**config.mk**
```make
export PLATFORM = sky130hd
export DESIGN_NAME = nibble_serial_subtractor_flat
export DESIGN_NICKNAME = d
export VERILOG_FILES = /design/src/rtl/arith_pkg.sv /design/src/rtl/nibble_serial_subtractor_if.sv /design/src/rtl/cla_sub4.sv /design/src/rtl/nibble_serial_subtractor.sv /design/src/flat_wrapper.sv
export SDC_FILE = /design/constraint.sdc
export NUM_CORES = 1
export LEC_CHECK = 0
export CAP_MARGIN = 5
export CORE_UTILIZATION = 45
export CTS_CLUSTER_SIZE = 30
export DETAILED_ROUTE_END_ITERATION = 10
export GPL_TIMING_DRIVEN = 0
export PLACE_DENSITY = 0.71
export SYNTH_ARGS = -nofsm -noshare
export SYNTH_HDL_FRONTEND = slang
export SYNTH_SLANG_ARGS = --single-unit
```
**constraint.sdc**
```tcl
create_clock -name clk -period 3.5 [get_ports clk]
set_clock_uncertainty 0.15 [all_clocks]
set_input_delay 0.35 -clock clk [delete_from_list [all_inputs] [get_ports clk]]
set_output_delay 0.35 -clock clk [all_outputs]
set_load 0.005 [all_outputs]
```
**src/rtl/arith_pkg.sv**
```systemverilog
// Shared arithmetic definitions for the nibble-serial datapath.
// Slice width, FSM state encoding and the index-width helper.
package arith_pkg;

    localparam int NIBBLE = 4;

    typedef enum logic {
        IDLE = 1'b0,
        RUN  = 1'b1
    } state_t;

    // Slice-index width: clog2(width/4), never below one bit.
    function automatic int idx_width(input int w);
        int n;
        n = w / NIBBLE;
        return (n > 1) ? $clog2(n) : 1;
    endfunction

endpackage

```
**src/rtl/nibble_serial_subtractor_if.sv**
```systemverilog
// Start/done request bundle between a controller and the subtractor.
// The controller drives operands; the subtractor returns status and result.
interface nibble_serial_subtractor_if #(
    parameter int WIDTH = 16
);
    logic             start;
    logic [WIDTH-1:0] A;
    logic [WIDTH-1:0] B;
    logic             Bin;
    logic             busy;
    logic             done;
    logic [WIDTH-1:0] D;
    logic             Bout;
    logic             V;

    modport master (
        output start, A, B, Bin,
        input  busy, done, D, Bout, V
    );

    modport slave (
        input  start, A, B, Bin,
        output busy, done, D, Bout, V
    );
endinterface

```
**src/rtl/cla_sub4.sv**
```systemverilog
// 4-bit borrow-lookahead subtract slice: d = a - b - bin.
// Adder lookahead with b inverted and carry-in taken as ~bin.
module cla_sub4 (
    input  logic [3:0] a,
    input  logic [3:0] b,
    input  logic       bin,
    output logic [3:0] d,
    output logic       bout
);
    logic [3:0] g;
    logic [3:0] p;
    logic [4:0] c;

    // Flat lookahead carries, no ripple through the slice.
    always_comb begin
        g    = a & ~b;
        p    = a ^ ~b;
        c[0] = ~bin;
        c[1] = g[0] | (p[0] & c[0]);
        c[2] = g[1] | (p[1] & g[0]) | (p[1] & p[0] & c[0]);
        c[3] = g[2] | (p[2] & g[1]) | (p[2] & p[1] & g[0])
             | (p[2] & p[1] & p[0] & c[0]);
        c[4] = g[3] | (p[3] & g[2]) | (p[3] & p[2] & g[1])
             | (p[3] & p[2] & p[1] & g[0])
             | (p[3] & p[2] & p[1] & p[0] & c[0]);
        d    = p ^ c[3:0];
        bout = ~c[4];
    end
endmodule

```
**src/rtl/nibble_serial_subtractor.sv**
```systemverilog
// Multi-cycle A - B - Bin, one borrow-lookahead nibble per clock.
// Single slice time-multiplexed by the index counter k.
module nibble_serial_subtractor
    import arith_pkg::*;
#(
    parameter int WIDTH = 16
) (
    input logic                       clk,
    input logic                       rst,
    nibble_serial_subtractor_if.slave bus
);
    localparam int N   = WIDTH / NIBBLE;
    localparam int KW  = idx_width(WIDTH);
    localparam int MSB = WIDTH - 1;

    state_t           state_q, state_d;
    logic [WIDTH-1:0] a_q, a_d;
    logic [WIDTH-1:0] b_q, b_d;
    logic [WIDTH-1:0] acc_q, acc_d;
    logic [KW-1:0]    k_q, k_d;
    logic             borrow_q, borrow_d;
    logic             bout_q, bout_d;
    logic             v_q, v_d;
    logic             done_q, done_d;

    logic [3:0]       sa;
    logic [3:0]       sb;
    logic [3:0]       sd;
    logic             sbout;
    logic             last;
    logic             accept;

    assign sa     = a_q[int'(k_q) * NIBBLE +: NIBBLE];
    assign sb     = b_q[int'(k_q) * NIBBLE +: NIBBLE];
    assign last   = (k_q == KW'(N - 1));
    assign accept = (state_q == IDLE) && bus.start;

    cla_sub4 u_slice (
        .a    (sa),
        .b    (sb),
        .bin  (borrow_q),
        .d    (sd),
        .bout (sbout)
    );

    // State and datapath registers; reset aborts any operation in flight.
    always_ff @(posedge clk) begin
        if (rst) begin
            state_q  <= IDLE;
            a_q      <= '0;
            b_q      <= '0;
            acc_q    <= '0;
            k_q      <= '0;
            borrow_q <= 1'b0;
            bout_q   <= 1'b0;
            v_q      <= 1'b0;
            done_q   <= 1'b0;
        end else begin
            state_q  <= state_d;
            a_q      <= a_d;
            b_q      <= b_d;
            acc_q    <= acc_d;
            k_q      <= k_d;
            borrow_q <= borrow_d;
            bout_q   <= bout_d;
            v_q      <= v_d;
            done_q   <= done_d;
        end
    end

    // Next state: start only counts in IDLE; RUN ends after the top slice.
    always_comb begin
        state_d = state_q;
        unique case (state_q)
            IDLE:    if (bus.start) state_d = RUN;
            RUN:     if (last) state_d = IDLE;
            default: state_d = IDLE;
        endcase
    end

    // Datapath: latch on accept, then fold one slice per RUN cycle.
    always_comb begin
        a_d      = a_q;
        b_d      = b_q;
        acc_d    = acc_q;
        k_d      = k_q;
        borrow_d = borrow_q;
        bout_d   = bout_q;
        v_d      = v_q;
        done_d   = 1'b0;
        if (accept) begin
            a_d      = bus.A;
            b_d      = bus.B;
            borrow_d = bus.Bin;
            acc_d    = '0;
            k_d      = '0;
        end else if (state_q == RUN) begin
            acc_d[int'(k_q) * NIBBLE +: NIBBLE] = sd;
            borrow_d = sbout;
            k_d      = k_q + 1'b1;
            if (last) begin
                k_d    = '0;
                bout_d = sbout;
                v_d    = (a_q[MSB] != b_q[MSB]) && (sd[3] != a_q[MSB]);
                done_d = 1'b1;
            end
        end
    end

    // Outputs: busy follows the state, everything else is registered.
    always_comb begin
        bus.busy = (state_q == RUN);
        bus.done = done_q;
        bus.D    = acc_q;
        bus.Bout = bout_q;
        bus.V    = v_q;
    end
endmodule

```
**src/flat_wrapper.sv**
```systemverilog
// flat-port wrapper written by rule: the top's interface ports become plain ports
module nibble_serial_subtractor_flat import arith_pkg::*;
#(
    parameter int WIDTH = 16
)
  (clk, rst, bus_start, bus_A, bus_B, bus_Bin, bus_busy, bus_done, bus_D, bus_Bout, bus_V);
  nibble_serial_subtractor_if #(.WIDTH(WIDTH)) bus_i ();
  input logic clk;
  input logic rst;
  input wire logic [$bits(bus_i.start)-1:0] bus_start;
  input wire logic [$bits(bus_i.A)-1:0] bus_A;
  input wire logic [$bits(bus_i.B)-1:0] bus_B;
  input wire logic [$bits(bus_i.Bin)-1:0] bus_Bin;
  output wire logic [$bits(bus_i.busy)-1:0] bus_busy;
  output wire logic [$bits(bus_i.done)-1:0] bus_done;
  output wire logic [$bits(bus_i.D)-1:0] bus_D;
  output wire logic [$bits(bus_i.Bout)-1:0] bus_Bout;
  output wire logic [$bits(bus_i.V)-1:0] bus_V;
  assign bus_i.start = bus_start;
  assign bus_i.A = bus_A;
  assign bus_i.B = bus_B;
  assign bus_i.Bin = bus_Bin;
  assign bus_busy = bus_i.busy;
  assign bus_done = bus_i.done;
  assign bus_D = bus_i.D;
  assign bus_Bout = bus_i.Bout;
  assign bus_V = bus_i.V;
  nibble_serial_subtractor #(.WIDTH(WIDTH)) u_core (.clk(clk), .rst(rst), .bus(bus_i));
endmodule
```
==> run metrics, run 1 <==
status=finished clean; H-tree level count=2; CTS tree=yes; Antenna Nets Post-Route=0; gr usage total=0.213; top cells by area, synth=dfxtp_1 45%, nand2_1 11%, a21oi_1 8.0%; antenna violations before repair=0; row count=26; Seq cells post-synth=55; Routed WL=5.34 mm; Final Max Slew Viols=0; WL per Instance=13.2 microns; Worst Path Required=3.55 ns; chip width=75.4 microns; fmax=303 MHz; Antenna diodes=0; Comb power frac=0.184; largest net degree at the start of global routing=17; vias per inst=5.05; Max rail drop VDD=248 uV; final period utilization=0.943; Hold Path Class=flip-flop to flip-flop; number of flops mapped to enable cells by yosys=0; setup TNS=0 ns; global route total overflow=0; commonest non-fill, non-tap cell in the layout=nand2_1; P per Cell Area=422 nW/um^2; Unique masters post-synth=31; asr flop ratio synth=0; boundary pin count=56; port bufs=55; number of global-route vias before repair=1,991; Tmin final=3.30 ns; Clock Tree Root=clkbuf_8; Initial Util=0.472; Synth Cell Area=2420 sq um; First-pass DRT Iterations=4; multiplexer area fraction after synthesis=0.0826; register area=1100 sq um; area occupied by multi-input gates=1220 sq um; Die Height=75.4 microns; NumNets Final=383; most frequent cells in the layout=73 x nand2_1, 55 x clkdlybuf4s50_1, 55 x dfxtp_1; area grow syn2layout=31.8%; switching share of power=0.259; Post-Synth Simple-Gate Area=0.199; fill count=514; Pleak=1.15 nW; post-synth top area cell=dfxtp_1; share of cells above drive strength 1=0.0804; global-route wire length before repair=9.19 mm; Yosys top cell area share=0.454; Synth Net Count=321; DIE AREA=5690 sq um; initial drt markers=110; crit path max fanout=10; Clk Latency, worst-skew pair=0.31 ns; complex-gate fraction of the synthesized area=0.143; Synth Area in Adders=0.0650; Via Count=2,050; switching power=0.349 mW; CP startpoint kind=flip-flop; clock-pin slew on the worst setup and hold paths=0.09 ns; CP Class=flip-flop to flip-flop; crit path capture type=flip-flop; combinational family with the most area after synthesis=simple AND/OR/NAND/NOR gates; Setup-failing EPs final=0; cells after synthesis=273; crit path DAT=3.35 ns; gp weighted congestion=0.815; Slew headroom=0.572; Avg Cell Area, Syn=8.88 sq um; area share of xor/xnor cells in the synthesized design=0.0103; max-cap violation count=0; most used flip-flop cell after synthesis=dfxtp_1; Core ar.=5140 sq um; # DRC=0; clock share of power=0.318; actual transition at the worst max-transition pin=0.636 ns; Final Hold Viols=0; Final HPWL DP=3.99 mm; TritonCTS buffer count=5; sequential power share=0.498; sequential-to-total area share from yosys stat=0.454; Syn. warnings=0; Util after Layout=0.622; internal power=1.00 mW; Hold Buf Count CTS=0; Longest Clk Path Bufs=2; CTS Sinks=55; unrepaired setup endpoints after global routing=no
## per-layer routing
| metal | track usage | part of all wire |
|---|---|---|
| met5 | 0 | 0 |
| met4 | 0.0494 | 0.0090 |
| met3 | 0.0384 | 0.038 |
| met2 | 0.369 | 0.50 |
| met1 | 0.279 | 0.46 |
## final timing paths
kind | start | end | slack (ns) | cells past startpoint
setup reg to reg | u_core.k_q[0] | u_core.bus.V | 0.20 | 9
setup / recovery | u_core.k_q[0] | u_core.bus.V | 0.20 | 9
hold / removal | u_core.a_q[6] | u_core.a_q[6] | 0.31 | 2
hold reg to reg | u_core.a_q[6] | u_core.a_q[6] | 0.31 | 2
## sequential cells by signal, summed over array words and instances, names as in the netlist
| name | cells |
|---|---|
| u_core.a_q | 16 |
| u_core.b_q | 16 |
| u_core.bus.D | 16 |
| u_core.k_q | 2 |
| u_core.borrow_q | 1 |
| u_core.bus.Bout | 1 |
| u_core.bus.V | 1 |
| u_core.bus.busy | 1 |
| u_core.bus.done | 1 |
## power groups by stage
stage	Clock (mW)	Combinational, mW	Sequential [mW]
5_1_grt	0.468	0.277	0.675
6_report	0.429	0.248	0.671
4_1_cts	0.443	0.243	0.672
3_3_place_gp	0	0.237	0.685
3_5_place_dp	0	0.241	0.686
2_1_floorplan	0	0.149	0.681
## kinds of logic (layout without fill, tap and decap cells)
logic type | Yosys count | after routing
simple gates | 110 | 110
mux | 10 | 10
buf+inv | 25 | 88
fa+ha+maj | 12 | 12
compound gates | 59 | 59
xor+xnor | 2 | 2
flops | 55 | 55
## per-stage QoR
step / instances / setup slack (ns) / area, sq um / power (mW) / hold WS [ns]
after global placement: 398 / 0.184 / 3060 / 0.922 / 0.289
after detailed placement: 398 / 0.157 / 3060 / 0.927 / 0.297
after CTS: 406 / 0.0978 / 3180 / 1.36 / 0.310
after floorplan: 273 / 0.488 / 2420 / 0.830 / 0.281
final: 406 / 0.199 / 3200 / 1.35 / 0.310
after global routing: 406 / 0.0104 / 3200 / 1.42 / 0.324
## cell usage after synthesis, drive strengths merged, types with 2 or more instances
| cell | number |
|---|---|
| a32oi | 2 |
| nand3 | 3 |
| o21ai | 2 |
| a21oi | 39 |
| mux2i | 2 |
| nor2 | 20 |
| buf | 4 |
| a22oi | 12 |
| nor4b | 3 |
| nand2 | 73 |
| inv | 8 |
| dfxtp | 55 |
| mux4 | 8 |
| nand2b | 3 |
| nor2b | 3 |
| ha | 11 |
| clkbuf | 13 |
## layout make-up
cell class	instances	area share
multi-input cells	193	0.383
flip-flops and latches	55	0.345
repair buffers	55	0.172
well taps	70	0.0274
plain buffers	17	0.0266
clock buffers	6	0.0258
clock inverters	2	0.0110
inverters	8	0.00940
## timing repair
item / 4_1_cts / 5_1_grt
endpoints found under the setup margin: 0 / 1
gates resized for setup: 0 / 4
setup buffers: 0 / 0
## critical path, stage by stage (launching register included)
cell,delay (ns)
dfxtp_1,0.51
clkbuf_4,0.34
mux4_2,0.53
inv_1,0.12
ha_1,0.29
and2_1,0.17
a221o_1,0.42
xor2_4,0.21
and3b_1,0.19
o31a_1,0.26
Power figures use the tool's default switching activity.
==> run 2, diff against run 1 <==
Settings changed: CORE_UTILIZATION 45 to 35, PLACE_DENSITY 0.71 to 0.57.
==> run 2 against run 1 <==
Against the previous run:
- sequential share of layout area about the same
- routed wire length increased by 3.7%
- global-route usage decreased by 4.3 points
- clock power increased by 2%
- worst setup slack got worse by 0.026 ns
- flip-flop and latch count unchanged
- first-iteration DRC count decreased by 35%
- utilization decreased by 13 points
- power increased by 0.21%
- die area increased by 28%
- count of clock-buffer cells in the layout unchanged
- largest cell class unchanged
- largest power group unchanged
==> run metrics, run 2 (same netlist as run 1, synthesis figures left out) <==
status=finished clean; Max rail drop VDD=214 uV; number of global-route vias before repair=1,936; setup TNS=0 ns; area grow syn2layout=31.6%; max-cap violation count=0; area occupied by multi-input gates=1210 sq um; Design Area, Final=3190 sq um; unrepaired setup endpoints after global routing=no; commonest non-fill, non-tap cell in the layout=nand2_1; CP startpoint kind=flip-flop; worst reg2reg path endpoint=u_core.bus.V; worst hold start=u_core.b_q[13]; global route total overflow=0; # DRC=0; vias per inst=4.96; Hold Buf Count CTS=0; TritonCTS buffer count=5; Worst Hold Depth=2; CP Class=flip-flop to flip-flop; Tmin final=3.33 ns; crit path max fanout=10; chip width=85.2 microns; Setup-failing EPs final=0; initial drt markers=72; Final Hold Viols=0; Reg2Reg Depth=8; crit path capture type=flip-flop; dpl ws=0.150 ns; register area=1100 sq um; port bufs=55; most frequent cells in the layout=73 x nand2_1, 55 x clkdlybuf4s50_1, 55 x dfxtp_1; gr usage total=0.170; gp weighted congestion=0.746; Pleak=1.15 nW; DIE AREA=7270 sq um; Worst Path Required=3.55 ns; largest net degree at the start of global routing=17; Setup Fix Bufs, Post-CTS=0; Routed WL=5.54 mm; CTS Sinks=55; Hold Path Class=flip-flop to flip-flop; clock-pin slew on the worst setup and hold paths=0.10 ns; final period utilization=0.950; global-route wire length before repair=9.52 mm; Clock Tree Root=clkbuf_8; Via Count=2,050; Slew headroom=0.600; Clk Latency, worst-skew pair=0.31 ns; Core ar.=6530 sq um; H-tree level count=2; P per Cell Area=424 nW/um^2; NumNets Final=383; fill count=658; crit path DAT=3.38 ns; Longest Clk Path Bufs=2; R2R setup slack=0.17 ns; Placed Area=3070 sq um; boundary pin count=56; Antenna diodes=0; CTS tree=yes; First-pass DRT Iterations=4; Hold Crit Endpoint=u_core.b_q[13]; Final HPWL DP=4.08 mm; Worst Slack Setup Final=0.173 ns; WL per Instance=13.4 microns; fmax=301 MHz; worst reg2reg path startpoint=u_core.k_q[0]; Final Max Slew Viols=0; Die Height=85.2 microns; antenna violations before repair=0; share of cells above drive strength 1=0.0774; row count=29; actual transition at the worst max-transition pin=0.595 ns; Antenna Nets Post-Route=0; Initial Util=0.371
==> run 2: cell counts in the layout (fill, tap and decap cells not counted) <==
Identical to the previous run, type by type.
==> run 2: worst max path at each step <==
stage / start / endpoint / slack [ns] / cells after the start
finish: u_core.k_q[0] / u_core.bus.V / 0.17 / 8
detailed placement: u_core.k_q[0] / u_core.bus.V / 0.15 / 8
CTS: u_core.k_q[0] / u_core.bus.V / 0.12 / 8
floorplan: u_core.k_q[0] / u_core.bus.V / 0.49 / 8
global placement: u_core.k_q[0] / u_core.bus.V / 0.18 / 8
global route: u_core.k_q[0] / u_core.bus.V / 0.04 / 8
==> run 2: area by class of cell <==
| class | count | share of cell area |
|---|---|---|
| multi-input combinational | 193 | 0.380 |
| tap | 77 | 0.0302 |
| clock inverter | 2 | 0.0110 |
| buffer | 17 | 0.0263 |
| timing repair buffer | 55 | 0.172 |
| clock buffer | 6 | 0.0259 |
| sequential | 55 | 0.345 |
| inverter | 8 | 0.00941 |
==> run 2: critical path: stages (launching register included) <==
cell      delay, ns
dfxtp_1        0.54
clkbuf_4       0.34
mux4_2         0.55
ha_1           0.35
and2_1         0.17
a221o_1        0.40
xor2_2         0.37
nor3b_1        0.09
o31a_1         0.25
==> run 2: timing repair <==
item,4_1_cts,5_1_grt
gates resized for setup,0,1
setup endpoints to repair,0,1
hold endpoints to repair,0,0
==> run 2: power breakdown <==
part           total, mW  leakage [nW]  switching, mW  internal (mW)
Combinational      0.242         0.637          0.130          0.111
Sequential         0.672         0.449         0.0184          0.654
Clock              0.438        0.0612          0.207          0.232
Total               1.35          1.15          0.355          0.997
==> run 2: per-stage QoR <==
step	hold WS (ns)	cells	power [mW]	utilization
3_5_place_dp	0.294	405	0.930	0.470
6_report	0.307	413	1.35	0.489
5_1_grt	0.324	413	1.42	0.489
3_3_place_gp	0.292	405	0.927	0.470
2_1_floorplan	0.281	273	0.830	-
4_1_cts	0.307	413	1.37	0.488
==> run 2: routing by layer <==
layer  vias to the layer above  global-route usage  share of wire
met5                         -                   0              0
met1                       944               0.227           0.49
met4                         0              0.0601          0.013
met2                        49               0.271           0.45
li1                       1052                   -              -
met3                         5              0.0389          0.044
